### src/rtl/ifetch.sv
// Instruction fetch stage: requests instruction words from memory one at a
// time, buffers up to two {pc, instr} pairs for decode, and handles
// redirects (branch/jump) and a sticky halt.
module ifetch #(
    parameter logic [31:0] RESET_PC = 32'h0000_0000
) (
    input  logic        clk,
    input  logic        rst,
    output logic        imem_req_out_if,
    output logic [31:0] imem_addr_out_if,
    input  logic        imem_valid_in_if,
    input  logic [31:0] imem_rdata_in_if,
    input  logic        stall_in_if,
    input  logic        redirect_in_if,
    input  logic [31:0] redirect_pc_in_if,
    input  logic        halt_in_if,
    output logic [31:0] instr_out_if,
    output logic [31:0] pc_out_if,
    output logic        valid_out_if,
    output logic        halt_out_if
);

    localparam logic [31:0] NOP = 32'h0000_0013;

    typedef enum logic [1:0] {
        RUN    = 2'd0,
        DRAIN  = 2'd1,
        HALTED = 2'd2
    } state_t;

    state_t      state, state_nxt;
    logic [31:0] fetch_pc, fetch_pc_nxt;
    logic [31:0] req_pc;
    logic        outstanding, outstanding_nxt;

    logic [31:0] fifo_pc    [2];
    logic [31:0] fifo_instr [2];
    logic        rd_ptr, wr_ptr;
    logic [1:0]  count;
    logic [1:0]  count_after;

    logic        resp;
    logic        push, pop, flush, req;
    logic        fifo_empty;
    logic        out_valid;
    logic        misaligned;

    assign resp       = imem_valid_in_if && outstanding;
    assign fifo_empty = (count == 2'd0);
    assign misaligned = |redirect_pc_in_if[1:0];
    assign out_valid  = !rst && !fifo_empty && (state != HALTED);
    assign pop        = out_valid && !stall_in_if;

    // Next-state, request issue and FIFO control decisions for this cycle
    always_comb begin
        state_nxt       = state;
        fetch_pc_nxt    = fetch_pc;
        outstanding_nxt = outstanding;
        push            = 1'b0;
        flush           = 1'b0;
        req             = 1'b0;
        // Occupancy at the end of this cycle; a request is only allowed when
        // its eventual response is guaranteed a free slot.
        count_after     = count + {1'b0, push} - {1'b0, pop};

        case (state)
            RUN: begin
                if (halt_in_if) begin
                    state_nxt       = HALTED;
                    flush           = 1'b1;
                    outstanding_nxt = 1'b0;
                end else if (redirect_in_if) begin
                    flush = 1'b1;
                    if (misaligned) begin
                        state_nxt       = HALTED;
                        outstanding_nxt = 1'b0;
                    end else begin
                        fetch_pc_nxt    = redirect_pc_in_if;
                        // A response landing this cycle belongs to the old path.
                        outstanding_nxt = outstanding && !imem_valid_in_if;
                        state_nxt       = outstanding_nxt ? DRAIN : RUN;
                    end
                end else begin
                    if (resp) begin
                        push            = 1'b1;
                        outstanding_nxt = 1'b0;
                    end
                    count_after = count + {1'b0, push} - {1'b0, pop};
                    if ((!outstanding || resp) && (count_after < 2'd2)) begin
                        req             = 1'b1;
                        fetch_pc_nxt    = fetch_pc + 32'd4;
                        outstanding_nxt = 1'b1;
                    end
                end
            end
            DRAIN: begin
                if (halt_in_if || (redirect_in_if && misaligned)) begin
                    state_nxt       = HALTED;
                    flush           = 1'b1;
                    outstanding_nxt = 1'b0;
                end else begin
                    if (redirect_in_if) begin
                        fetch_pc_nxt = redirect_pc_in_if;
                    end
                    // The stale response is swallowed, then fetching resumes.
                    if (resp) begin
                        outstanding_nxt = 1'b0;
                        state_nxt       = RUN;
                    end
                end
            end
            HALTED: begin
                flush           = 1'b1;
                outstanding_nxt = 1'b0;
            end
            default: begin
                state_nxt = RUN;
            end
        endcase
    end

    // Control state: FSM, fetch PC and in-flight flag
    always_ff @(posedge clk) begin
        if (rst) begin
            state       <= RUN;
            fetch_pc    <= RESET_PC;
            outstanding <= 1'b0;
        end else begin
            state       <= state_nxt;
            fetch_pc    <= fetch_pc_nxt;
            outstanding <= outstanding_nxt;
        end
    end

    // FIFO pointers and occupancy
    always_ff @(posedge clk) begin
        if (rst || flush) begin
            rd_ptr <= 1'b0;
            wr_ptr <= 1'b0;
            count  <= 2'd0;
        end else begin
            if (push) begin
                wr_ptr <= ~wr_ptr;
            end
            if (pop) begin
                rd_ptr <= ~rd_ptr;
            end
            count <= count_after;
        end
    end

    // Datapath: remember the address in flight and store returned words
    always_ff @(posedge clk) begin
        if (req) begin
            req_pc <= fetch_pc;
        end
        if (push) begin
            fifo_pc[wr_ptr]    <= req_pc;
            fifo_instr[wr_ptr] <= imem_rdata_in_if;
        end
    end

    assign imem_req_out_if  = req && !rst;
    assign imem_addr_out_if = imem_req_out_if ? fetch_pc : 32'h0;
    assign valid_out_if     = out_valid;
    assign instr_out_if     = (rst || fifo_empty) ? NOP   : fifo_instr[rd_ptr];
    assign pc_out_if        = (rst || fifo_empty) ? 32'h0 : fifo_pc[rd_ptr];
    assign halt_out_if      = !rst && (state == HALTED);

endmodule

### config.mk
export PLATFORM = sky130hd
export DESIGN_NAME = ifetch
export DESIGN_NICKNAME = d
export VERILOG_FILES = /design/src/rtl/ifetch.sv
export SDC_FILE = /design/constraint.sdc
export NUM_CORES = 1
export LEC_CHECK = 0
export CORE_AREA = 10 10 136 138
export DETAILED_ROUTE_END_ITERATION = 7
export DIE_AREA = 0 0 146 148
export GPL_TIMING_DRIVEN = 0
export HOLD_SLACK_MARGIN = 0.02
export PLACE_DENSITY = 0.9
export SLEW_MARGIN = 0
export SYNTH_ARGS = -nofsm -noshare
export SYNTH_HDL_FRONTEND = slang
export SYNTH_SLANG_ARGS = --single-unit
### constraint.sdc
create_clock -name clk -period 13.5 [get_ports clk]
set_clock_uncertainty 0.15 [all_clocks]
set_input_delay 2.025 -clock clk [delete_from_list [all_inputs] [get_ports clk]]
set_output_delay 2.025 -clock clk [all_outputs]
set_load 0.05 [all_outputs]
==> impl_metrics.ini <==
[sta]
tns_ns = 0
maxSlewViolCount = 0
post-route-min-period_ns = 8.527
setup_violations = 0
hold_viol = 0
worst_slew_pin_slew_ns = 0.9959
rsz0062_at_grt = no
worst_slack_ns = 4.973
maxSlewHeadroom = 0.3300
fmax_ghz = 0.1173
finalCritPeriodShare = 0.6317

[die]
die-area_sq_um = 21610
die_height_microns = 148
start_util = 0.5503
io_pins = 169
core_area_sq_um = 15710
die_w_microns = 146
rows = 46

[clock_tree]
cts_buffers = 17
post_cts_resized = 0
cts_buffer_depth = 2
htreeDepth = 4
holdBufCountCts = 0
cts_sinks = 200
postCtsSetupRepairBufs = 0
cts_root_buf = clkbuf_16
clk_latency_ns = 0.43
cts.reportedPaths.clkPinSlew_ns = 0.07
cts_tree = built

[worst_setup_path]
critPathMaxFanout = 40
crit_arrival_ns = 6.35
ff2ff_path_depth = 13
r2r-end = req_pc[0]
r2r_start = state[0]
r2r_slack_ns = 9.57
criticalPathCategory = input pin to output port
worst-endpoint-required_ns = 11.32
end_kind = output port
startpoint_type = input pin

[power_and_ir_drop]
seqPwrFrac = 0.541
cellPowerDensity_nw_per_um2 = 114.7
switching_power_uw = 319.3
p_sw_frac = 0.2475
combPwrFrac = 0.097
p_int_uw = 970.7
ir_drop_mv = 0.08973
clkPwrFrac = 0.362
leakage_uw = 0.003672

[synthesis]
synth_largest_area_cell = edfxtp_1
synth_most_common_cell = edfxtp_1
synth.area.top_cells = edfxtp_1, dfxtp_1, mux2i_1
synth_ff_type = edfxtp_1
postSynthCellCount = 708
async_flop_share = 0
synth_top_area_frac = 0.5556
synth_edf_count = 160
synth_common_cells = edfxtp_1, nor2_1, mux2i_1, a21oi_1, nand2_1
syn-mean-instance-area_sq_um = 12.21
synth_seq_cells = 200
ys_warn_count = 0
yosys.cell_types.count = 56
synthesis.area_sq_um = 8647
yosysSeqAreaShare = 0.6482
syn_nets = 784

[drt]
vias_per_cell = 5.751
wl_met2_microns = 11320
drt-pass1-iter-count = 5
ant_nets = 0
drtIter0Drc = 651
m1WireLength_microns = 9384
topRoutingLayerUsed = met4
wl_per_cell_microns = 20.36
via_count = 6504
routed_wl_microns = 23030
drc_errors = 0
wl_met3_microns = 1855

[worst_hold_path]
hp-class = flip-flop to flip-flop
hold_path_depth = 0
min_from = fetch_pc[4]
hold_end = req_pc[4]

[global_route]
gr-total-overflow = 0
grt_first_pass_wirelength_microns = 35640
antenna_found_initial = 0
grt_max_degree = 65
grt_pass1_vias = 6404
grt.total_usage = 0.2077

[layout]
nFillCells = 1087
syn_to_final_growth_pct = 30.05
fin_nets = 978
drive_gt1_frac = 0.06995
final_cells = 1131
diodes = 0

[place]
numPortBuffers = 168
hpwl_microns = 16810
dp.cells = 1099
gp_congestion = 0.9847
pre_cts_ws_ns = 5.070

[job]
cap_violations = 0

[outcome]
status = finished clean
==> state kept, by name, summed over array words and instances, names as in the netlist, named ones only <==
signal / flops
fifo_instr: 64
fifo_pc: 64
fetch_pc: 32
req_pc: 32
count: 2
state: 2
outstanding: 1
rd_ptr: 1
wr_ptr: 1
==> cells in the final DEF (no fill, tap or decap), types with 10 or more instances in the layout <==
cell type          n
clkdlybuf4s50_1  168
mux2i_1           61
a21oi_1           43
edfxtp_1         160
clkbuf_16         17
dfxtp_1           40
nand2_1           42
buf_1             10
nand3_1           14
clkbuf_1          30
and3_1            38
nor2_1            98
o21ai_0           33
==> cells by family (layout without fill, tap and decap cells) <==
kind of cell | after synthesis | count (layout) | synth area share
AO/OA/AOI/OAI | 128 | 128 | 0.09782
XOR/XNOR | 6 | 6 | 0.006077
adder cells (fa/ha/maj) | 6 | 6 | 0.008682
buffers and inverters | 54 | 261 | 0.02677
flip-flops | 200 | 200 | 0.6482
multiplexers | 61 | 61 | 0.07061
AND/OR/NAND/NOR | 253 | 253 | 0.1418
==> routing by layer <==
layer | vias to the layer above | track usage
met2 | 326 | 0.3492
met4 | 0 | 0.07658
met3 | 38 | 0.04640
met5 | - | 0
met1 | 3126 | 0.2579
li1 | 3014 | -
==> power by group through the flow <==
stage | combinational, uW | sequential, uW | clock [uW]
floorplan | 70.4 | 704 | 0
global placement | 118 | 710 | 0
detailed placement | 122 | 711 | 0
CTS | 123 | 697 | 470
global route | 133 | 700 | 495
finish | 125 | 698 | 467
==> worst max path at each step <==
stage	from	endpoint	slack, ns	cells after the start
after floorplan	rst	imem_addr_out_if[22]	5.85	11
after global placement	redirect_in_if	fifo_instr[0][22]	2.97	4
after detailed placement	rst	imem_addr_out_if[24]	5.07	14
after CTS	rst	imem_addr_out_if[23]	5.04	14
after global routing	rst	imem_addr_out_if[23]	4.75	14
final	rst	imem_addr_out_if[23]	4.97	14
==> worst max-delay path, stage by stage <==
cell,delay (ns)
clkdlybuf4s50_1,0.53
or3_1,0.42
buf_2,0.17
nor2_2,0.26
xnor2_1,0.11
ha_1,0.28
xnor2_1,0.33
xor2_1,0.23
o211ai_1,0.22
inv_1,0.25
clkbuf_2,0.22
buf_12,0.24
and3_1,0.22
clkdlybuf4s50_1,0.82
==> per-stage QoR <==
| stage | util | hold slack (ns) | power, uW | area (sq um) |
|---|---|---|---|---|
| after floorplan | - | 0.2564 | 774.7 | 8647 |
| after global placement | 0.6746 | 0.2627 | 828.4 | 10600 |
| after detailed placement | 0.6811 | 0.2683 | 832.5 | 10700 |
| after CTS | 0.7157 | 0.2897 | 1290 | 11250 |
| after global routing | 0.7157 | 0.3027 | 1328 | 11250 |
| final | 0.7157 | 0.2910 | 1290 | 11250 |
==> layout make-up <==
| cell class | instances | area (sq um) | area share |
|---|---|---|---|
| Multi-Input combinational cell | 454 | 2820 | 0.2508 |
| Tap cell | 216 | 270.3 | 0.02403 |
| Sequential cell | 200 | 5605 | 0.4984 |
| Clock inverter | 15 | 118.9 | 0.01057 |
| Inverter | 7 | 26.28 | 0.002336 |
| Timing Repair Buffer | 175 | 1773 | 0.1577 |
| Clock buffer | 17 | 425.4 | 0.03783 |
| Buffer | 47 | 206.4 | 0.01836 |
Power figures use the tool's default switching activity.
==> variant, RTL diff (config.mk and constraints unchanged) <==
Reset style: asynchronous (`rst`), changed in one clocked block.
--- a/src/rtl/ifetch.sv
+++ b/src/rtl/ifetch.sv
@@ -120,7 +120,7 @@
     end
 
     // Control state: FSM, fetch PC and in-flight flag
-    always_ff @(posedge clk) begin
+    always_ff @(posedge clk or posedge rst) begin
         if (rst) begin
             state       <= RUN;
             fetch_pc    <= RESET_PC;
Formal check against the unedited RTL: same outputs for any inputs over 4 cycles, from zero or initial values and one cycle with rst high; that may be too few to reach the edited logic, so the function may still have changed.
==> variant against the original RTL <==
  * Synthesized cell count down 3.5%
  * Core utilization up 0.68 points
  * Largest cell class unchanged
  * Count of clock-buffer cells in the layout up 5
  * Global-route usage down 0.32 points
  * Worst setup slack better by 560 ps
  * Synthesized area up 1.0%
  * Routed wire length down 2.9%
  * Via count down 2.5%
  * Non-clock buffer count down 6
  * Sequential cell count unchanged
  * Design area up 0.96%
Power is not compared: it rests on default switching activity, and its combinational part moved more than twofold at a synthesized area within 25%.
==> variant: results (changes against the original RTL) <==
status finished clean; final hold vios 0 (unchanged); Hold Path Class reg2reg; LEAKAGE 3.75 nW; vias per cell 5.75 (about the same); slowest cell delay on critical path 820 ps (about the same); ys async rst share 17.5% (+18 points); Max Cap Viol 0 (unchanged); FILL cells 1027 (-5.5%); CTS max path bufs 2 (unchanged); postcts setup bufs 0 (unchanged); synth warn 0 (unchanged); CTS root buffer clkbuf_16; Post-synth EDFFs 160 (unchanged); maximum vdd drop 93.5 uV; hpwl dp 15800 um (-5.9%); top cell family by delay on the critical path buffers and inverters; Clock Power Share 31.0%; Starting DRT DRC Count 684 (+5.1%); Worst Tran Pin Value 900 ps (-96.0 ps); top post-synthesis cells by area edfxtp_1 55%, dfrtp_1 10%, mux2i_1 7.1%; First-pass DRT Iterations 5 (unchanged); number of global-route vias before repair 6314 (-1.4%); PortBufs 166 (-1.2%); biggest regs fifo_instr (64), fifo_pc (64); antenna diode count 0 (unchanged); Clk Latency, worst-skew pair 430 ps (about the same); pin count of the biggest net entering global routing 65 (unchanged); Reg clk slew, reported paths 70 ps (about the same); WL final 22400 um (-2.9%); layout cells sized above 1 7.55% (+0.56 points); crit path max-delay cell type clkdlybuf4s50_1; Netlist cell types 56 (unchanged); Main synth FF type edfxtp_1; # DRC 0 (unchanged); top cells by count, synth 160 x edfxtp_1, 84 x nor2_1, 62 x mux2i_1; syn_nets 759 (-3.2%); first-pass GRT wire length 35300 um (-0.89%); Post-CTS Resized 0 (unchanged); CTS buffer count 17 (unchanged); Switching Fraction 29.7%; CTS HTree Levels 4 (unchanged); Crit Path Max Fanout 10 (-75%); Seq/Total Area, Yosys 66.2% (+1.3 points); Nets 950 (-2.9%); RD Place Congestion 0.951 (-3.5%); Tot GR Track Use 20.4% (-0.32 points); DP Worst Slack 5580 ps (+506 ps); initial antenna violation count 0 (unchanged); Worst EP arrival 5790 ps (-560 ps)
[variant: cell count changes after synthesis, moves of 10 or more]
cell / change
dfrtp_1: +35
dfxtp_1: -35
and3_1: -32
and2_1: +28
o21ai_0: -28
a21oi_1: -25
o22ai_1: +20
nor4_1: +19
nor2_1: -14
nor3_1: +11
clkbuf_1: -10
[variant: cells by family (layout without fill, tap and decap cells)]
| kind of cell | after synthesis | count (layout) | synth area share (%) |
|---|---|---|---|
| AO/OA/AOI/OAI | 86 | 86 | 6.83 |
| XOR/XNOR | 6 | 6 | 0.601 |
| adder cells (fa/ha/maj) | 6 | 6 | 0.859 |
| buffers and inverters | 52 | 256 | 2.71 |
| flip-flops | 200 | 200 | 66.2 |
| multiplexers | 63 | 63 | 7.23 |
| AND/OR/NAND/NOR | 270 | 270 | 15.6 |
[variant: worst register-to-register path, delay by kind of cell (launching register included)]
| family | cells | cell delay [ps] |
|---|---|---|
| buffers and inverters | 4 | 680 |
| AND/OR/NAND/NOR | 3 | 1600 |
| AO/OA/AOI/OAI | 2 | 360 |
| XOR/XNOR | 1 | 120 |
| flip-flops | 1 | 370 |
| adder cells (fa/ha/maj) | 2 | 380 |
[variant: layout make-up]
class / instances / area (um^2) / area share [%]
flip-flops and latches: 200 / 5780 / 50.9
multi-input cells: 431 / 2740 / 24.1
repair buffers: 172 / 1730 / 15.2
clock buffers: 22 / 529 / 4.66
well taps: 216 / 270 / 2.38
plain buffers: 44 / 206 / 1.82
clock inverters: 10 / 72.6 / 0.639
inverters: 8 / 30.0 / 0.264
[variant: routing by layer]
metal	wire, um	up-vias	share of wire [%]	global-route usage [%]
li1	-	2949	-	-
met3	1600	27	7.1	4.91
met5	0	-	0	0
met4	338	0	1.5	6.56
met1	9410	3044	42	26.1
met2	11000	320	49	33.8
[variant: worst paths after layout]
kind                        startpoint              endpoint  slack [ps]  cells after the start
min reg2reg                 req_pc[12]        fifo_pc[1][12]         290                      0
min                         req_pc[12]        fifo_pc[1][12]         290                      0
max reg2reg                   state[0]            req_pc[23]        9420                     12
min in group asynchronous          rst              state[0]        1630                      2
max in group asynchronous          rst          fetch_pc[26]       11020                      2
max                        stall_in_if  imem_addr_out_if[26]        5530                     12
[variant: per-stage QoR]
stage,utilization (%),power [mW],instance area [um^2],std cells
6_report,72.3,1.62,11400,1103
5_1_grt,72.3,1.68,11400,1103
4_1_cts,72.3,1.62,11400,1103
3_5_place_dp,68.4,1.12,10800,1071
3_3_place_gp,67.9,1.11,10700,1065
2_1_floorplan,-,0.999,8740,683
[variant: power groups by stage]
stage	Combinational (mW)	Clock, mW	Sequential [mW]
5_1_grt	0.286	0.531	0.861
4_1_cts	0.264	0.509	0.847
2_1_floorplan	0.178	0	0.821
6_report	0.267	0.503	0.852
3_3_place_gp	0.256	0	0.856
3_5_place_dp	0.262	0	0.859
